--- src/rtl/ysyx_22040386_arb_pkg.sv ---
// Shared types and defaults for the IF/MEM memory arbiter.
package ysyx_22040386_arb_pkg;

   localparam int DEF_AW = 64;
   localparam int DEF_DW = 64;

   typedef enum logic [1:0] {
      ST_IDLE,
      ST_ISSUE,
      ST_WAIT
   } arb_state_t;

   typedef enum logic [1:0] {
      OWN_NONE,
      OWN_IF,
      OWN_MEM
   } arb_owner_t;

   // Streak counter must be able to hold the value MAX_MEM_STREAK itself.
   function automatic int streak_width(input int max_streak);
      return $clog2(max_streak + 1);
   endfunction

endpackage

--- src/rtl/ysyx_22040386_arb_sel.sv ---
// Winner selection: MEM first, but IF is forced through once MEM has won
// MAX_MEM_STREAK times in a row while IF was waiting.
module ysyx_22040386_arb_sel
   import ysyx_22040386_arb_pkg::*;
#(
   parameter int MAX_MEM_STREAK = 4,
   parameter int SW             = streak_width(MAX_MEM_STREAK)
) (
   input  logic          if_req,
   input  logic          mem_req,
   input  logic [SW-1:0] streak,
   output arb_owner_t    owner,
   output logic [SW-1:0] streak_nxt
);

   localparam logic [SW-1:0] STREAK_MAX = SW'(MAX_MEM_STREAK);

   always_comb begin
      owner      = OWN_NONE;
      streak_nxt = streak;
      if (mem_req && (streak < STREAK_MAX)) begin
         owner      = OWN_MEM;
         streak_nxt = if_req ? streak + SW'(1) : '0;
      end else if (if_req) begin
         owner      = OWN_IF;
         streak_nxt = '0;
      end else if (mem_req) begin
         owner      = OWN_MEM;
         streak_nxt = '0;
      end
   end

endmodule

--- src/rtl/ysyx_22040386_mem_arbiter.sv ---
// Two-requester (IF read-only, MEM read/write) to single bus arbiter, one
// transaction outstanding, registered bus payload.
//
// state    | meaning
// ---------+-----------------------------------------------------------
// ST_IDLE  | arbitrate; winner's payload is registered onto the bus
// ST_ISSUE | bus_valid held with stable payload until bus_ready
// ST_WAIT  | waiting for bus_rvalid; response routed to owner next cycle
module ysyx_22040386_mem_arbiter
   import ysyx_22040386_arb_pkg::*;
#(
   parameter int AW             = DEF_AW,
   parameter int DW             = DEF_DW,
   parameter int MAX_MEM_STREAK = 4
) (
   input  logic            i_ARB_clk,
   input  logic            i_ARB_rst_n,
   input  logic            i_ARB_if_req,
   input  logic [AW-1:0]   i_ARB_if_addr,
   output logic            o_ARB_if_gnt,
   output logic            o_ARB_if_rvalid,
   output logic [DW-1:0]   o_ARB_if_rdata,
   input  logic            i_ARB_mem_req,
   input  logic            i_ARB_mem_we,
   input  logic [AW-1:0]   i_ARB_mem_addr,
   input  logic [DW-1:0]   i_ARB_mem_wdata,
   input  logic [DW/8-1:0] i_ARB_mem_wmask,
   output logic            o_ARB_mem_gnt,
   output logic            o_ARB_mem_rvalid,
   output logic [DW-1:0]   o_ARB_mem_rdata,
   input  logic            i_ARB_flush,
   output logic            o_ARB_bus_valid,
   output logic            o_ARB_bus_we,
   output logic [AW-1:0]   o_ARB_bus_addr,
   output logic [DW-1:0]   o_ARB_bus_wdata,
   output logic [DW/8-1:0] o_ARB_bus_wmask,
   input  logic            i_ARB_bus_ready,
   input  logic            i_ARB_bus_rvalid,
   input  logic [DW-1:0]   i_ARB_bus_rdata
);

   localparam int SW = streak_width(MAX_MEM_STREAK);

   arb_state_t    state, state_nxt;
   arb_owner_t    owner, sel_owner;
   logic [SW-1:0] streak, sel_streak;
   logic          drop;
   logic          grant_now, bus_hs, resp_now, flush_hit, if_drop_resp;

   ysyx_22040386_arb_sel #(
      .MAX_MEM_STREAK(MAX_MEM_STREAK),
      .SW            (SW)
   ) u_sel (
      .if_req    (i_ARB_if_req),
      .mem_req   (i_ARB_mem_req),
      .streak    (streak),
      .owner     (sel_owner),
      .streak_nxt(sel_streak)
   );

   assign grant_now    = (state == ST_IDLE) && (sel_owner != OWN_NONE);
   assign bus_hs       = o_ARB_bus_valid && i_ARB_bus_ready;
   assign resp_now     = (state == ST_WAIT) && i_ARB_bus_rvalid;
   assign flush_hit    = i_ARB_flush && (owner == OWN_IF) && (state != ST_IDLE);
   // A flush in the same cycle as the response still discards it.
   assign if_drop_resp = drop || flush_hit;

   assign o_ARB_if_gnt  = bus_hs && (owner == OWN_IF);
   assign o_ARB_mem_gnt = bus_hs && (owner == OWN_MEM);

   always_ff @(posedge i_ARB_clk or negedge i_ARB_rst_n) begin
      if (!i_ARB_rst_n) state <= ST_IDLE;
      else              state <= state_nxt;
   end

   always_comb begin
      state_nxt = state;
      case (state)
         ST_IDLE:  if (grant_now)        state_nxt = ST_ISSUE;
         ST_ISSUE: if (i_ARB_bus_ready)  state_nxt = ST_WAIT;
         ST_WAIT:  if (i_ARB_bus_rvalid) state_nxt = ST_IDLE;
         default:                        state_nxt = ST_IDLE;
      endcase
   end

   always_ff @(posedge i_ARB_clk or negedge i_ARB_rst_n) begin
      if (!i_ARB_rst_n) begin
         owner            <= OWN_NONE;
         streak           <= '0;
         drop             <= 1'b0;
         o_ARB_bus_valid  <= 1'b0;
         o_ARB_bus_we     <= 1'b0;
         o_ARB_bus_addr   <= '0;
         o_ARB_bus_wdata  <= '0;
         o_ARB_bus_wmask  <= '0;
         o_ARB_if_rvalid  <= 1'b0;
         o_ARB_if_rdata   <= '0;
         o_ARB_mem_rvalid <= 1'b0;
         o_ARB_mem_rdata  <= '0;
      end else begin
         o_ARB_if_rvalid  <= 1'b0;
         o_ARB_mem_rvalid <= 1'b0;
         if (grant_now) begin
            owner           <= sel_owner;
            streak          <= sel_streak;
            o_ARB_bus_valid <= 1'b1;
            if (sel_owner == OWN_MEM) begin
               o_ARB_bus_we    <= i_ARB_mem_we;
               o_ARB_bus_addr  <= i_ARB_mem_addr;
               o_ARB_bus_wdata <= i_ARB_mem_wdata;
               o_ARB_bus_wmask <= i_ARB_mem_wmask;
            end else begin
               o_ARB_bus_we    <= 1'b0;
               o_ARB_bus_addr  <= i_ARB_if_addr;
               o_ARB_bus_wdata <= '0;
               o_ARB_bus_wmask <= '0;
            end
         end
         if (bus_hs)    o_ARB_bus_valid <= 1'b0;
         if (flush_hit) drop <= 1'b1;
         if (resp_now) begin
            drop  <= 1'b0;
            owner <= OWN_NONE;
            if (owner == OWN_MEM) begin
               o_ARB_mem_rvalid <= 1'b1;
               o_ARB_mem_rdata  <= o_ARB_bus_we ? '0 : i_ARB_bus_rdata;
            end else if (!if_drop_resp) begin
               o_ARB_if_rvalid <= 1'b1;
               o_ARB_if_rdata  <= i_ARB_bus_rdata;
            end
         end
      end
   end

endmodule

--- config.mk ---
export PLATFORM = sky130hd
export DESIGN_NAME = ysyx_22040386_mem_arbiter
export DESIGN_NICKNAME = d
export VERILOG_FILES = /design/src/rtl/ysyx_22040386_arb_pkg.sv /design/src/rtl/ysyx_22040386_arb_sel.sv /design/src/rtl/ysyx_22040386_mem_arbiter.sv
export SDC_FILE = /design/constraint.sdc
export NUM_CORES = 1
export LEC_CHECK = 0
export ABC_AREA = 1
export CAP_MARGIN = 5
export CORE_AREA = 5 5 206 208
export DETAILED_ROUTE_END_ITERATION = 10
export DIE_AREA = 0 0 211 213
export DONT_BUFFER_PORTS = 1
export GPL_TIMING_DRIVEN = 0
export PLACE_DENSITY_LB_ADDON = 0.2
export SLEW_MARGIN = 30
export SYNTH_ARGS = -nofsm -noshare
export SYNTH_HDL_FRONTEND = slang
export SYNTH_HIERARCHICAL = 1
export SYNTH_SLANG_ARGS = --single-unit
--- constraint.sdc ---
create_clock -name i_ARB_clk -period 3.7 [get_ports i_ARB_clk]
set_clock_uncertainty 0.2 [all_clocks]
set_input_delay 0.74 -clock i_ARB_clk [delete_from_list [all_inputs] [get_ports i_ARB_clk]]
set_output_delay 0.74 -clock i_ARB_clk [all_outputs]
set_load 0.005 [all_outputs]
==> impl_metrics.json, run 1 <==
{
  "outcome": "finished, violations left",
  "violations": "negative hold slack",
  "drv_cap": 0,
  "antenna_found_initial": 7,
  "dr_total_vias": 9681,
  "yosysUniqueCellTypes": 27,
  "yosysTopAreaCell": "dfrtp_1",
  "rr_worst_depth": 5,
  "worstSetupPathType": "reg -> out",
  "end_kind": "primary output",
  "wl_per_cell_um": 23.3,
  "rows": 74,
  "ys_seq_elements": 276,
  "hpwl_um": 34500,
  "critical_path_cell_count": 4,
  "r2r_end": "owner[0]",
  "r2r_start": "state[0]",
  "cts_max_level": 1,
  "n_fill_cell": 4223,
  "grt_max_degree": 277,
  "gr-total-overflow": 0,
  "grt_pass1_wl_um": 65800,
  "fin_crit_sh_pct": 72.8,
  "netlist_area_um2": 11900,
  "die_w_um": 211,
  "worst_pin_slew_ns": 1.29,
  "leakage_nw": 6.90,
  "cp.required_ns": 2.76,
  "synth-simple-area-share_pct": 30.1,
  "cp_top_family": "simple AND/OR/NAND/NOR gates",
  "critical_path_arrival_ns": 1.75,
  "cp_slowest_cell": "dfrtp_1",
  "drtIter0Drc": 596,
  "setup_violations": 0,
  "drt-total-wl_um": 45500,
  "setup_tns_ns": 0,
  "numPortBuffers": 0,
  "yosys.area.top_type_share_pct": 58.2,
  "worst-path-buf-inv": 2,
  "path_clk_slew_ns": 0.06,
  "cp-start-kind": "register",
  "cellPowerDensity_nw_per_um2": 904,
  "place_congestion": 0.848,
  "grt_pass1_vias": 9790,
  "core_area_um2": 40400,
  "dr.pass1.iters": 5,
  "fin_nets": 1674,
  "cts_tree": "done",
  "grt_usage_pct": 19.1,
  "fin_crit_ns": 2.69,
  "irDropWorstVdd_mv": 0.345,
  "cts_root_buffer": "clkbuf_16",
  "drive_gt1_share_pct": 10.1,
  "drcViolationCount": 0,
  "die_area_um2": 44900,
  "crit_fanout": 10,
  "clock_latency_ns": 0.57,
  "synth_compound_area_share_pct": 5.91,
  "critPathMaxStageDelay_ns": 0.41,
  "synth_xor_area_share_pct": 0,
  "synthAdderAreaFrac_pct": 0.106,
  "synthMuxAreaShare_pct": 0,
  "pwr-share-comb_pct": 25.8,
  "relSlewSlack_pct": 14.0,
  "clock_path_buffers": 3,
  "ctsResizeCount": 0,
  "yosys-top-cells-area": "dfrtp_1 (58%), nand2_1 (15%), nand3_1 (6.0%), o21ai_0 (4.6%), nor2_1 (4.2%)",
  "ys_seq_area_share_pct": 58.2,
  "drv_slew": 0,
  "synth_top_family_by_area": "simple AND/OR/NAND/NOR gates",
  "post_cts_buffers": 0,
  "holdWs_ns": -0.321,
  "syn_nets": 1641,
  "rsz0062_at_grt": "false",
  "rrSetupSlack_ns": 1.31,
  "power.total_mw": 12.2,
  "seq_power_share_pct": 49.1,
  "syn-instance-count": 1368,
  "area_growth_pct": 14.1,
  "initial_core_util_pct": 29.4,
  "cts_made_buffers": 31,
  "die_y_um": 213,
  "worstPathCellList": "nor2_4 > inv_1 > clkbuf_1 > nor2_1",
  "yosysWarnings": 6,
  "p_sw_mw": 4.91,
  "via_per_inst": 4.95,
  "clkPwrFrac_pct": 25.1,
  "clkSinkCount": 276,
  "avgSynthCellArea_um2": 8.67,
  "internal_power_mw": 7.31,
  "num_io_pins": 542,
  "hold_path_class": "in -> async",
  "final_hold_viol_count": 276,
  "fmax_ghz": 0.371,
  "swShare_pct": 40.2,
  "ant_nets": 0
}
-- synth_stat cells, drive strengths merged --
| library cell | number |
|---|---|
| inv | 15 |
| o31ai | 2 |
| nand4 | 64 |
| a21boi | 1 |
| a21oi | 1 |
| dfrtp | 276 |
| o22ai | 1 |
| o21ai | 131 |
| o21a | 1 |
| clkbuf | 42 |
| nand3 | 144 |
| nor2 | 138 |
| nor3 | 1 |
| buf | 65 |
| nand2 | 485 |
| ha | 1 |
-- routing by layer --
metal / GRT usage, % / wire length (um)
met1: 21.4 / 16500
met2: 34.4 / 23100
met3: 6.94 / 4440
met4: 5.41 / 1320
met5: 0 / 80
-- kinds of logic after synthesis --
group	after synthesis
compound gates	137
fa+ha+maj	1
buf+inv	122
flops	276
simple gates	832
-- registers in the layout, indices dropped and copies added (netlist names), 2 cells and up --
signal           count
o_ARB_bus_addr      64
o_ARB_bus_wdata     64
o_ARB_bus_wmask      8
o_ARB_if_rdata      64
o_ARB_mem_rdata     64
owner                2
state                2
streak               3
-- layout by cell type, fill, tap and decap left out, drive strengths merged --
master,synthesis,layout
clkinv,0,4
nor3,1,1
bufinv,0,1
clkinvlp,0,1
nand2,485,485
a21boi,1,1
nand3,144,144
buf,65,65
a21oi,1,1
o21ai,131,131
nand4,64,64
o31ai,2,2
dfrtp,276,276
o22ai,1,1
inv,15,15
diode,0,3
ha,1,1
clkbuf,42,87
o21a,1,1
nor2,138,138
-- power by group through the flow --
stage          logic, mW  registers (mW)  clock network, mW
3_3_place_gp        3.13            6.10                  0
6_report            3.16            6.00               3.07
4_1_cts             3.22            6.06               3.14
3_5_place_dp        3.23            6.08                  0
2_1_floorplan       2.40            5.37                  0
5_1_grt             3.68            6.16               3.25
-- area by class of cell --
type / instances / area, um2 / area share [%]
buffer: 107 / 617 / 4.56
clock inverter: 6 / 57.6 / 0.425
sequential: 276 / 6910 / 51.1
clock buffer: 45 / 938 / 6.94
tap: 532 / 666 / 4.92
antenna: 3 / 7.51 / 0.0555
multi-input combinational: 970 / 4280 / 31.6
inverter: 15 / 56.3 / 0.416
-- how the worst max path moves through the flow --
| stage | startpoint | end | slack [ns] |
|---|---|---|---|
| global route | owner[0] | o_ARB_mem_gnt | 0.87 |
| finish | owner[0] | o_ARB_mem_gnt | 1.01 |
| CTS | owner[0] | o_ARB_mem_gnt | 0.89 |
| detailed placement | i_ARB_mem_req | o_ARB_bus_valid | 0.96 |
| floorplan | i_ARB_mem_req | o_ARB_bus_addr[43] | 1.66 |
| global placement | i_ARB_mem_req | o_ARB_bus_valid | 0.97 |
-- through the flow --
step | cell area (um2) | setup WS (ns) | instances | util (%)
2_1_floorplan | 11900 | 1.66 | 1368 | -
3_3_place_gp | 12500 | 0.970 | 1900 | 31.0
3_5_place_dp | 12500 | 0.964 | 1900 | 31.0
4_1_cts | 13500 | 0.887 | 1951 | 33.5
5_1_grt | 13500 | 0.871 | 1952 | 33.5
6_report | 13500 | 1.01 | 1954 | 33.5
Power figures use the tool's default switching activity.
==> run 2: changes to the inputs <==
clock period = 2.51 ns   (was 3.7 ns; I/O delays follow)
==> run 2 against run 1 <==
Against the previous run: the flow still finishes with violations (negative hold slack); largest cell class unchanged; sequential cell count stayed put; final area increased by 19%; non-clock buffer count up 257; sequential share of layout area is 8.2 points lower; die area is the same; first-iteration DRC count rose by 34%; setup slack got worse by 0.84 ns.
==> impl_metrics.json, run 2 (synthesis results as in run 1) <==
{
  "n_fill_cell": 3940,
  "final_hold_viol_count": 276,
  "multiInputGateArea_um2": 4300,
  "wl_per_cell_um": 21.6,
  "place_congestion": 0.848,
  "rows": 74,
  "dr.pass1.iters": 5,
  "relSlewSlack_pct": 50.9,
  "drt-total-wl_um": 47900,
  "clkSinkCount": 276,
  "pre_cts_slack_ns": 0.0121,
  "die_w_um": 211,
  "ant_nets": 0,
  "crit_path_frequent_cell": "nor2_1",
  "num_io_pins": 542,
  "rsz0062_at_grt": "false",
  "cellPowerDensity_nw_per_um2": 1150,
  "die_area_um2": 44900,
  "dr_total_vias": 10900,
  "worst_pin_slew_ns": 0.737,
  "drv_slew": 0,
  "initial_core_util_pct": 29.4,
  "die_y_um": 213,
  "setup_slack_ns": 0.161,
  "crit_fanout": 10,
  "end_kind": "register",
  "final_area_um2": 16100,
  "violations": "negative hold slack",
  "gr-total-overflow": 0,
  "critPathMaxStageDelay_ns": 0.43,
  "clock_path_buffers": 3,
  "fin_crit_sh_pct": 93.6,
  "fin_nets": 1931,
  "worstPathCellList": "a21oi_1 > inv_1 > nor2_1 > buf_2 > buf_4 > nor2_1 > nor2_1 > o21ai_0 > nand2_1",
  "final_cell_mix": "nand2_1 (465), dfrtp_1 (276), dlygate4sd3_1 (258), nand3_1 (142), nor2_1 (131)",
  "cp.required_ns": 2.82,
  "rr_worst_depth": 9,
  "cts_hold_buf": 258,
  "area_growth_pct": 36.0,
  "fin_crit_ns": 2.35,
  "fin_util_pct": 39.9,
  "cts_made_buffers": 31,
  "setup_violations": 0,
  "drtIter0Drc": 800,
  "grt_pass1_vias": 11200,
  "via_per_inst": 4.94,
  "drive_gt1_share_pct": 8.77,
  "worstSetupPathType": "reg -> reg",
  "numPortBuffers": 0,
  "clock_latency_ns": 0.57,
  "irDropWorstVdd_mv": 0.540,
  "grt_max_degree": 277,
  "place_area_um2": 12500,
  "drcViolationCount": 0,
  "holdWs_ns": -0.562,
  "grt_pass1_wl_um": 70800,
  "hpwl_um": 34500,
  "antenna_found_initial": 4,
  "drv_cap": 0,
  "core_area_um2": 40400,
  "outcome": "finished, violations left",
  "cts_max_level": 1,
  "cp_slowest_cell": "dfrtp_1",
  "cts_tree": "done",
  "cp-start-kind": "register",
  "fmax_ghz": 0.426,
  "leakage_nw": 7.98,
  "grt_usage_pct": 20.2,
  "cts_root_buffer": "clkbuf_16",
  "hold_path_class": "in -> async",
  "final_common_cell": "nand2_1",
  "ff_latch_area_um2": 6910,
  "critical_path_arrival_ns": 2.66,
  "setup_tns_ns": 0,
  "path_clk_slew_ns": 0.06
}
## run 2: layout make-up
cell class / count / share of cell area [%]
flip-flops and latches: 276 / 42.8
multi-input cells: 970 / 26.6
repair buffers: 258 / 16.0
clock buffers: 45 / 5.82
well taps: 532 / 4.13
plain buffers: 106 / 3.80
clock inverters: 6 / 0.357
inverters: 15 / 0.349
diodes: 4 / 0.0621
## run 2: critical path: cells and delay by family, from the launching register on
| kind | cells | cell delay, ns |
|---|---|---|
| and+or+nand+nor | 4 | 0.50 |
| AOI/OAI and AO/OA | 2 | 0.44 |
| DFF | 1 | 0.43 |
| buffers and inverters | 3 | 0.72 |
## run 2: what timing repair did
item	CTS	global route
hold endpoints to repair	546	276
cloned	0	0
buffers inserted	0	0
gates resized for setup	2	2
setup endpoints to repair	1	11
## run 2: stage by stage
stage / cells / power (mW)
after floorplan: 1368 / 11.4
after global placement: 1900 / 13.6
after detailed placement: 1900 / 13.7
after CTS: 2208 / 18.7
after global routing: 2210 / 19.7
final: 2212 / 18.5
## run 2: power by group
| group | internal (mW) | switching [mW] | leakage (nW) |
|---|---|---|---|
| registers | 6.60 | 2.28 | 3.52 |
| logic | 1.81 | 3.30 | 3.96 |
| clock network | 2.65 | 1.86 | 0.495 |
## run 2: worst paths after layout
path	slack, ns	end	start
worst max-delay path	0.16	o_ARB_bus_addr[11]	streak[2]
worst min-delay path	-0.56	o_ARB_mem_rdata[17]	i_ARB_rst_n
worst max register to register	0.16	o_ARB_bus_addr[11]	streak[2]
worst min register to register	0.30	o_ARB_if_rdata[33]	o_ARB_if_rdata[33]
max in group asynchronous	2.24	o_ARB_bus_wdata[38]	i_ARB_rst_n
min in group i_ARB_clk	0.02	o_ARB_bus_addr[61]	i_ARB_if_addr[61]
## run 2: layer usage
layer	up-vias	share of wire (%)	global-route usage [%]
li1	5040	-	-
met4	2	4.0	7.47
met2	536	50	36.1
met5	-	0.027	0
met1	5222	38	23.4
met3	117	8.2	5.22
